$ cat src/rtl/pipe_ctrl_pkg.sv
// pipe_ctrl_pkg: shared FSM state type and default sizing for the pipeline controller
package pipe_ctrl_pkg;
  typedef enum logic [1:0] {RUN, HOLD, HOLD_REDIR} state_t;
  localparam int DEF_CNT_W = 32;
  localparam int DEF_STALL_TIMEOUT = 16;
endpackage

$ cat src/rtl/sat_counter.sv
// sat_counter: saturating up-counter with synchronous clear
module sat_counter #(
  parameter int W = 32
) (
  input  logic         clk,
  input  logic         rst,
  input  logic         inc,
  input  logic         clr,
  output logic [W-1:0] q
);
  always_ff @(posedge clk)
    q <= (rst || clr) ? '0 : (inc && !(&q)) ? q + W'(1) : q;
endmodule

$ cat src/rtl/pipeline_ctrl.sv
// pipeline_ctrl: stall/flush/freeze sequencing for a 5-stage pipeline with perf counters and stall watchdog
module pipeline_ctrl
  import pipe_ctrl_pkg::*;
#(
  parameter int CNT_W = DEF_CNT_W,
  parameter int STALL_TIMEOUT = DEF_STALL_TIMEOUT
) (
  input  logic             i_clk,
  input  logic             i_rst,
  input  logic             i_stall_from_ID,
  input  logic             i_branch_taken_EX,
  input  logic             i_dmem_busy,
  output logic             o_pc_en,
  output logic             o_ifid_en,
  output logic             o_ifid_flush,
  output logic             o_idex_en,
  output logic             o_idex_flush,
  output logic             o_exmem_en,
  output logic             o_memwb_en,
  output logic             o_redirect,
  output logic [CNT_W-1:0] o_stall_cycles,
  output logic [CNT_W-1:0] o_flush_count,
  output logic             o_deadlock
);
  localparam int CW = $clog2(STALL_TIMEOUT + 1);
  state_t          state;
  logic [CW-1:0]   consec;
  logic            freeze, redir, stall_now;
  // Reset forces normal actions, so every applied action is gated by !i_rst
  always_comb begin
    freeze       = i_dmem_busy && !i_rst;
    redir        = !i_rst && !i_dmem_busy && (i_branch_taken_EX || state == HOLD_REDIR);
    stall_now    = !i_rst && !i_dmem_busy && !redir && i_stall_from_ID;
    o_pc_en      = !freeze && !stall_now;
    o_ifid_en    = !freeze && !stall_now;
    o_ifid_flush = redir;
    o_idex_en    = !freeze;
    o_idex_flush = redir || stall_now;
    o_exmem_en   = !freeze;
    o_memwb_en   = !freeze;
    o_redirect   = redir;
  end
  always_ff @(posedge i_clk) begin
    state      <= i_rst ? RUN
                : i_dmem_busy ? ((state == HOLD_REDIR || i_branch_taken_EX) ? HOLD_REDIR : HOLD)
                : RUN;
    consec     <= i_rst ? '0
                : stall_now ? ((consec == CW'(STALL_TIMEOUT)) ? consec : consec + CW'(1))
                : freeze ? consec : '0;
    o_deadlock <= !i_rst && (o_deadlock || (stall_now && consec == CW'(STALL_TIMEOUT - 1)));
  end
  sat_counter #(.W(CNT_W)) u_stall_cnt (
    .clk(i_clk), .rst(i_rst), .inc(stall_now), .clr(1'b0), .q(o_stall_cycles)
  );
  sat_counter #(.W(CNT_W)) u_flush_cnt (
    .clk(i_clk), .rst(i_rst), .inc(redir), .clr(1'b0), .q(o_flush_count)
  );
endmodule

$ cat config.mk
export PLATFORM = sky130hd
export DESIGN_NAME = pipeline_ctrl
export DESIGN_NICKNAME = d
export VERILOG_FILES = /design/src/rtl/pipe_ctrl_pkg.sv /design/src/rtl/sat_counter.sv /design/src/rtl/pipeline_ctrl.sv
export SDC_FILE = /design/constraint.sdc
export NUM_CORES = 1
export LEC_CHECK = 0
export BUFFER_PORTS_ARGS = -buffer_cell sky130_fd_sc_hd__buf_4
export CORE_MARGIN = 2
export CORE_UTILIZATION = 35
export CTS_CLUSTER_SIZE = 28
export DETAILED_ROUTE_END_ITERATION = 10
export GPL_TIMING_DRIVEN = 0
export PLACE_DENSITY = 0.65
export RECOVER_POWER = 100
export SYNTH_ARGS = -nofsm -noshare
export SYNTH_HDL_FRONTEND = slang
export SYNTH_SLANG_ARGS = --single-unit
$ cat constraint.sdc
create_clock -name i_clk -period 4.7 [get_ports i_clk]
set_input_delay 0.235 -clock i_clk [delete_from_list [all_inputs] [get_ports i_clk]]
set_output_delay 0.235 -clock i_clk [all_outputs]
set_load 0.02 [all_outputs]
After elaboration in Yosys (flattened, before gate mapping)
Cells that the tools add are included.

Flip-flop bits (word level): 72. Input bits: 5. Output and inout bits: 73. Logic and storage cells: 42.

Add/subtract/negate cells: 3. Equal/unequal tests: 5. Muxes and demuxes: 4. Bitwise logic cells: 1. Reductions and logical operators: 24.

Operators with widths (number): adder 32 x 1 -> 32 bit, second input constant (2); AND reduction 32 bit (2); two-way mux 5 bit (3); logical AND 1 bit (10); zero test 1 bit (7); adder 5 x 1 -> 5 bit, second input constant (1); == test 5 x 4 -> 1 bit, second input constant (1); == test 5 bit, second input constant (1); logical OR 1 bit (3); == test 2 bit, second input constant (1); two-way mux 2 bit (1); != test 2 x 1 -> 1 bit, second input constant (1); != test 2 bit, second input constant (1); AND reduction 2 bit (1); OR reduction 2 bit (1); inverter 1 bit (1).

Longest topological paths before layout
Gate-level depths: netlist (run 1).

Depth after elaboration: 9. Gate-level depth with buffers: 9. Gate-level depth less buffers: 6.

Modules after synthesis
From an unflattened synthesis (run 1), not the netlist that was laid out.

Cell total of the unflattened synthesis: 443. Area total of the unflattened synthesis: 3747.3 µm².

By module, submodules not included: sat_counter (times used 2, cells an instance 194, area each 1636.6 µm², sequential area each 640.6 µm²); pipeline_ctrl (times used 1, cells an instance 55, area each 474.2 µm², sequential area each 160.2 µm²).

Least setup slack after synthesis (run 1)
No wires, ideal clock.

Path kind: register to register. Start point: reg u_flush_cnt.q[0]. End point: reg u_flush_cnt.q[1]. Library setup time: 0.121 ns. Data arrival time: 2.091 ns. Data required time: 4.579 ns. Setup slack: 2.488 ns. Stages on the path, launching flop included: 9. Buffers on the path: 2. Period minus slack after synthesis: 2.212 ns. Path through: dfxtp_1 -> ha_1 -> and4_1 -> buf_2 -> nand4_1 -> nor3b_2 -> clkbuf_1 -> nor2_1 -> mux2_2.

Longest elaborated chain between the ends: 3. Elaborated cells on any way between the ends: 4. Those cells by class: add/sub: 1; reduce/logical: 3.

Ends and longest elaborated chain: start: declaration (line sat_counter.sv:9) `output logic [W-1:0] q`; start signal: assignment (line sat_counter.sv:12) `q <= (rst || clr) ? '0 : (inc && !(&q)) ? q + W'(1) : q;`; parallel branches: the longest is 3 deep, another holds adder 32 x 1 -> 32 bit.

Parallel ways; which one is timed is not known. A chain may end at the register's enable or synchronous reset.

Worst setup path in the final report (run 1)
Start point: reg u_flush_cnt.q[0]. End point: reg u_flush_cnt.q[25].

Same word-level chain as after synthesis.

==> results of run 1 <==
[cell type report]
cell class	instances	area (um2)	share of cell area [%]
plain buffers	25	118	2.65
clock buffers	11	141	3.18
clock inverters	5	104	2.34
inverters	10	37.5	0.845
multi-input cells	339	2110	47.5
flip-flops and latches	72	1440	32.5
well taps	136	170	3.83
repair buffers	76	319	7.19
[stage by stage]
step                setup WS [ns]  utilization, %  cell area, um2
floorplan                    2.49               -            3750
global placement             2.14            43.3            4490
detailed placement           2.17            43.3            4490
CTS                          2.15            45.7            4740
global route                 1.03            42.8            4440
finish                       1.26            42.8            4440
[flip-flops by register name, indices dropped and copies added (netlist names)]
| name | count |
|---|---|
| u_flush_cnt.q | 32 |
| u_stall_cnt.q | 32 |
| consec | 5 |
| state | 2 |
| o_deadlock | 1 |
[power groups by stage]
| stage | clock (mW) | sequential [mW] | combinational [mW] |
|---|---|---|---|
| 4_1_cts | 0.625 | 0.614 | 0.0543 |
| 3_5_place_dp | 0 | 0.629 | 0.0540 |
| 6_report | 0.617 | 0.614 | 0.0514 |
| 5_1_grt | 0.649 | 0.615 | 0.0555 |
| 2_1_floorplan | 0 | 0.629 | 0.0312 |
| 3_3_place_gp | 0 | 0.628 | 0.0533 |
[critical path, delay by kind of cell, from the launching register on]
kind	cells	cell delay [ns]
and+or+nand+nor	3	0.57
AOI/OAI and AO/OA	2	1.27
adders and majority gates	1	0.23
buffers and inverters	2	0.77
DFF	1	0.44
[kinds of logic (layout without fill, tap and decap cells)]
logic type / Yosys count / in the layout / synth area share [%]
AND/OR/NAND/NOR: 205 / 205 / 31.7
AO/OA/AOI/OAI: 116 / 116 / 20.2
flip-flops: 72 / 72 / 38.4
buffers and inverters: 35 / 127 / 4.44
multiplexers: 10 / 10 / 2.90
adder cells (fa/ha/maj): 5 / 5 / 1.67
XOR/XNOR: 3 / 3 / 0.701
[layer usage]
layer / GRT usage (%) / part of all wire (%)
met1: 23.2 / 45
met2: 28.7 / 47
met3: 3.93 / 6.9
met4: 5.68 / 1.3
met5: 0 / 0
[cell usage after synthesis (3+ instances only)]
master    number  area (um2)
nand4_1       18         113
nor2_1        22        82.6
dfxtp_1       72        1440
or2_2          3        18.8
o21a_1         3        22.5
nand2_1       39         146
or4_1         28         210
buf_4          5        37.5
inv_1          9        33.8
o31ai_1       29         218
xor2_1         3        26.3
ha_1           5        62.6
or3_1         14        87.6
and2b_1        5        37.5
and2_1         4        25.0
o31a_1         4        35.0
o211ai_1       3        22.5
mux2i_1        3        30.0
buf_2          7        35.0
o41ai_1        5        43.8
and4_1         8        70.1
nand3_1       23         115
nor3_1         6        30.0
a21oi_1       43         215
o311ai_0       6        52.6
and3_1         9        56.3
clkbuf_1      11        41.3
mux2_2         7        78.8
nor2b_1        3        18.8
o21ai_0       16        80.1
nor4_1        11        68.8
[worst paths after layout]
path	cells past startpoint	end	from
worst max-delay path	8	u_flush_cnt.q[25]	u_flush_cnt.q[0]
worst min-delay path	2	state[0]	i_branch_taken_EX
worst max register to register	8	u_flush_cnt.q[25]	u_flush_cnt.q[0]
worst min register to register	2	consec[4]	consec[4]
==> results.sh, run 1 <==
export IMPL_total_power_mw=1.28
export IMPL_die_x_um=108
export IMPL_core_um2=10400
export IMPL_synth_avg_cell_area_um2=8.41
export IMPL_grt_max_degree=13
export IMPL_fin_crit_sh_pct=73.2
export IMPL_syn_nets=456
export IMPL_report_final_setup_viol=0
export IMPL_layout_drive_gt1_share_pct=7.81
export IMPL_drtPass1Iterations=5
export IMPL_wire_per_inst_um=15.8
export IMPL_syn_inst=446
export IMPL_ys_warn_count=0
export IMPL_fin_nets=543
export IMPL_power_density_nw_per_um2=289
export IMPL_cts_made_buffers=9
export IMPL_cts_repair_resized=0
export IMPL_grt_pass1_wl_mm=16.2
export IMPL_clock_fmax_ghz=0.291
export IMPL_slew_headroom_pct=2.47
export IMPL_path_max_fanout=10
export IMPL_clkTransAtPathRegs_ns=0.08
export IMPL_p_clk_share_pct=48.1
export IMPL_port_buffers=76
export IMPL_avgViaCountPerCell=5.81
export IMPL_synth_async_reset_ratio_pct=0
export IMPL_globalRoute_totalOverflow=0
export IMPL_num_rows=37
export IMPL_p_sw_mw=0.287
export IMPL_drc=0
export IMPL_ys_seq_area_share_pct=38.4
export IMPL_status="finished with violations"
export IMPL_failed_checks="max-capacitance violations"
export IMPL_fin_setup_tns_ns=0
export IMPL_clk_latency_ns=0.37
export IMPL_clock_path_buffers=2
export IMPL_fin_skew_ns=0.0139
export IMPL_r2r_slack_ns=1.26
export IMPL_ys_ff_latch=72
export IMPL_cts_sinks=72
export IMPL_post_cts_buffers=0
export IMPL_ant_nets=0
export IMPL_ios=78
export IMPL_diodes=0
export IMPL_hold_path_class="in2reg"
export IMPL_initial_core_util_pct=36.2
export IMPL_fillers=1137
export IMPL_drv_slew=0
export IMPL_synthFlopType="dfxtp_1"
export IMPL_whs_ns=0.0883
export IMPL_final_cell_mix="clkbuf_1, dfxtp_1, a21oi_1"
export IMPL_htree_num_levels=3
export IMPL_p_int_mw=0.996
export IMPL_drt_iter0_drc=142
export IMPL_peakVddDrop_mv=0.138
export IMPL_max_stage_delay_ns=1.22
export IMPL_grtUsageTotal_pct=17.7
export IMPL_grt_pass1_vias=3271
export IMPL_hold_viol=0
export IMPL_synth_cell_types=51
export IMPL_path_cells="ha_1 > and4_1 > clkbuf_1 > nand4_1 > o311ai_0 > clkbuf_1 > or3_1 > a21oi_1"
export IMPL_synthesis_area_um2=3750
export IMPL_endpoint_kind="flip-flop"
export IMPL_die_y_um=108
export IMPL_max_cap_viol_count=1
export IMPL_routed_wl_mm=10.6
export IMPL_arrival_ns=3.67
export IMPL_place_hpwl_mm=7.54
export IMPL_layout_cells_non_filler=674
export IMPL_worst_slew_pin_slew_ns=1.44
export IMPL_place_congestion=0.849
export IMPL_area_growth_pct=18.4
export IMPL_cts_tree="done"
export IMPL_dp_cells=658
export IMPL_synth_edf_count=0
export IMPL_seqPwrFrac_pct=47.9
export IMPL_cp_required_ns=4.93
export IMPL_p_sw_share_pct=22.4
export IMPL_antenna_found_initial=0
export IMPL_start_kind="flip-flop"
export IMPL_cpMaxStageDelayCell="o311ai_0"
export IMPL_layout_commonest_cell="clkbuf_1"
export IMPL_cts_hold_buf=0
export IMPL_period_needed_ns=3.44
export IMPL_pwr_share_comb_pct=4.0
export IMPL_crit_top_cell="clkbuf_1"
export IMPL_cts_root_buf="clkbuf_8"
export IMPL_crit_type="reg2reg"
export IMPL_power_static_leakage_nw=1.37
export IMPL_vias=3915
export IMPL_die_area_um2=11600
export IMPL_rsz0062_at_grt="false"
Power figures use the tool's default switching activity.
==> inputs of run 2 (changes only) <==
==> constraint.sdc (replaced) <==
create_clock -name i_clk -period 3.35 [get_ports i_clk]
set_input_delay 0.1675 -clock i_clk [delete_from_list [all_inputs] [get_ports i_clk]]
set_output_delay 0.1675 -clock i_clk [all_outputs]
set_load 0.02 [all_outputs]
==> results.sh, run 2 (synthesis gave the netlist of run 1 again) <==
export IMPL_period_needed_ns=2.81
export IMPL_cts_sinks=72
export IMPL_place_area_um2=4490
export IMPL_ant_nets=0
export IMPL_worstHoldStart="i_branch_taken_EX"
export IMPL_grtUsageTotal_pct=17.7
export IMPL_layout_commonest_cell="clkbuf_1"
export IMPL_arrival_ns=3.07
export IMPL_r2r_start="u_flush_cnt.q[0]"
export IMPL_endpoint_kind="flip-flop"
export IMPL_avgViaCountPerCell=5.79
export IMPL_max_cap_viol_count=0
export IMPL_layout_setup_ws_ns=0.539
export IMPL_routed_wl_mm=10.6
export IMPL_reg2reg_depth=8
export IMPL_slew_headroom_pct=33.8
export IMPL_place_hpwl_mm=7.54
export IMPL_fin_crit_sh_pct=83.9
export IMPL_fin_setup_tns_ns=0
export IMPL_crit_top_cell="clkbuf_1"
export IMPL_hold_path_class="in2reg"
export IMPL_fin_nets=543
export IMPL_port_buffers=76
export IMPL_report_final_setup_viol=0
export IMPL_clock_path_buffers=2
export IMPL_rsz0062_at_grt="false"
export IMPL_num_rows=37
export IMPL_post_cts_buffers=0
export IMPL_vias=3903
export IMPL_ios=78
export IMPL_fin_skew_ns=0.0149
export IMPL_r2r_slack_ns=0.54
export IMPL_die_y_um=108
export IMPL_power_density_nw_per_um2=404
export IMPL_hold_end="state[0]"
export IMPL_max_stage_delay_ns=0.54
export IMPL_worst_slew_pin_slew_ns=0.982
export IMPL_largestRegisters="u_flush_cnt.q x32, u_stall_cnt.q x32, consec x5"
export IMPL_clk_latency_ns=0.37
export IMPL_grt_pass1_vias=3271
export IMPL_fin_util_pct=42.9
export IMPL_globalRoute_totalOverflow=0
export IMPL_path_cells="ha_1 > and4_1 > clkbuf_1 > nand4_1 > nor3b_1 > clkbuf_1 > nor2_1 > mux2_2"
export IMPL_drt_iter0_drc=189
export IMPL_drv_slew=0
export IMPL_peakVddDrop_mv=0.194
export IMPL_cts_hold_buf=0
export IMPL_path_max_fanout=10
export IMPL_die_x_um=108
export IMPL_core_um2=10400
export IMPL_wire_per_inst_um=15.8
export IMPL_cts_root_buf="clkbuf_8"
export IMPL_clock_fmax_ghz=0.356
export IMPL_place_congestion=0.849
export IMPL_holdPathStages=2
export IMPL_diodes=0
export IMPL_drtPass1Iterations=4
export IMPL_cts_made_buffers=9
export IMPL_postLayoutCellArea_um2=4450
export IMPL_power_static_leakage_nw=1.37
export IMPL_grt_pass1_wl_mm=16.2
export IMPL_cts_tree="done"
export IMPL_final_cell_mix="clkbuf_1, dfxtp_1, a21oi_1"
export IMPL_area_growth_pct=18.7
export IMPL_initial_core_util_pct=36.2
export IMPL_dp_slack_ns=0.822
export IMPL_antenna_found_initial=0
export IMPL_layout_drive_gt1_share_pct=8.36
export IMPL_hold_viol=0
export IMPL_htree_num_levels=3
export IMPL_crit_type="reg2reg"
export IMPL_cp_required_ns=3.61
export IMPL_drc=0
export IMPL_status="finished, final reports clean"
export IMPL_start_kind="flip-flop"
export IMPL_clkTransAtPathRegs_ns=0.08
export IMPL_grt_max_degree=13
export IMPL_r2r_end="u_flush_cnt.q[1]"
export IMPL_die_area_um2=11600
export IMPL_cts_repair_resized=0
export IMPL_cpMaxStageDelayCell="nor3b_1"
run 2: changes by cell type in the layout (fill, tap and decap cells not counted):
cell / change
buf_2: +2
buf_4: -1
clkbuf_1: -1
nor3_1: -1
nor3_2: +1
o311ai_0: -1
o311ai_2: +1
run 2: report_power, final:
part | internal (mW) | leakage, nW | switching [mW]
logic | 0.0231 | 0.665 | 0.0482
clock network | 0.516 | 0.124 | 0.351
registers | 0.858 | 0.580 | 0.00336
run 2: layer usage:
layer,vias up,GRT usage [%],share of wire [%]
met1,1857,23.2,45
met3,10,3.93,6.4
met2,126,28.7,47
met5,-,0,0
li1,1910,-,-
met4,0,5.68,1.4
run 2: how the worst max path moves through the flow:
stage                         to             start  slack (ns)
2_1_floorplan   u_flush_cnt.q[1]  u_flush_cnt.q[0]        1.14
5_1_grt         u_flush_cnt.q[5]  u_flush_cnt.q[0]        0.33
4_1_cts        u_flush_cnt.q[25]  u_flush_cnt.q[1]        0.80
3_5_place_dp   u_flush_cnt.q[25]  u_flush_cnt.q[1]        0.82
3_3_place_gp   u_flush_cnt.q[25]  u_flush_cnt.q[0]        0.79
6_report        u_flush_cnt.q[1]  u_flush_cnt.q[0]        0.54
run 2: final cells by class:
class / instances / area, um2
fillers: 1132 / 5920
multi-input cells: 339 / 2120
flip-flops and latches: 72 / 1440
repair buffers: 76 / 315
well taps: 136 / 170
clock buffers: 11 / 141
plain buffers: 25 / 120
clock inverters: 5 / 104
inverters: 10 / 37.5
run 2: worst max-delay path, delay by kind of cell, from the launching register on:
kind          cells  cell delay [ns]
flops             1             0.44
fa+ha+maj         1             0.23
buf+inv           2             0.69
mux               1             0.27
simple gates      4             1.08
run 2: per-stage QoR:
step | hold slack, ns | power, mW | cells
3_3_place_gp | 0.386 | 0.956 | 658
6_report | 0.0214 | 1.80 | 674
3_5_place_dp | 0.388 | 0.958 | 658
5_1_grt | 0.0270 | 1.85 | 674
4_1_cts | 0.0201 | 1.81 | 674
2_1_floorplan | 0.247 | 0.927 | 446
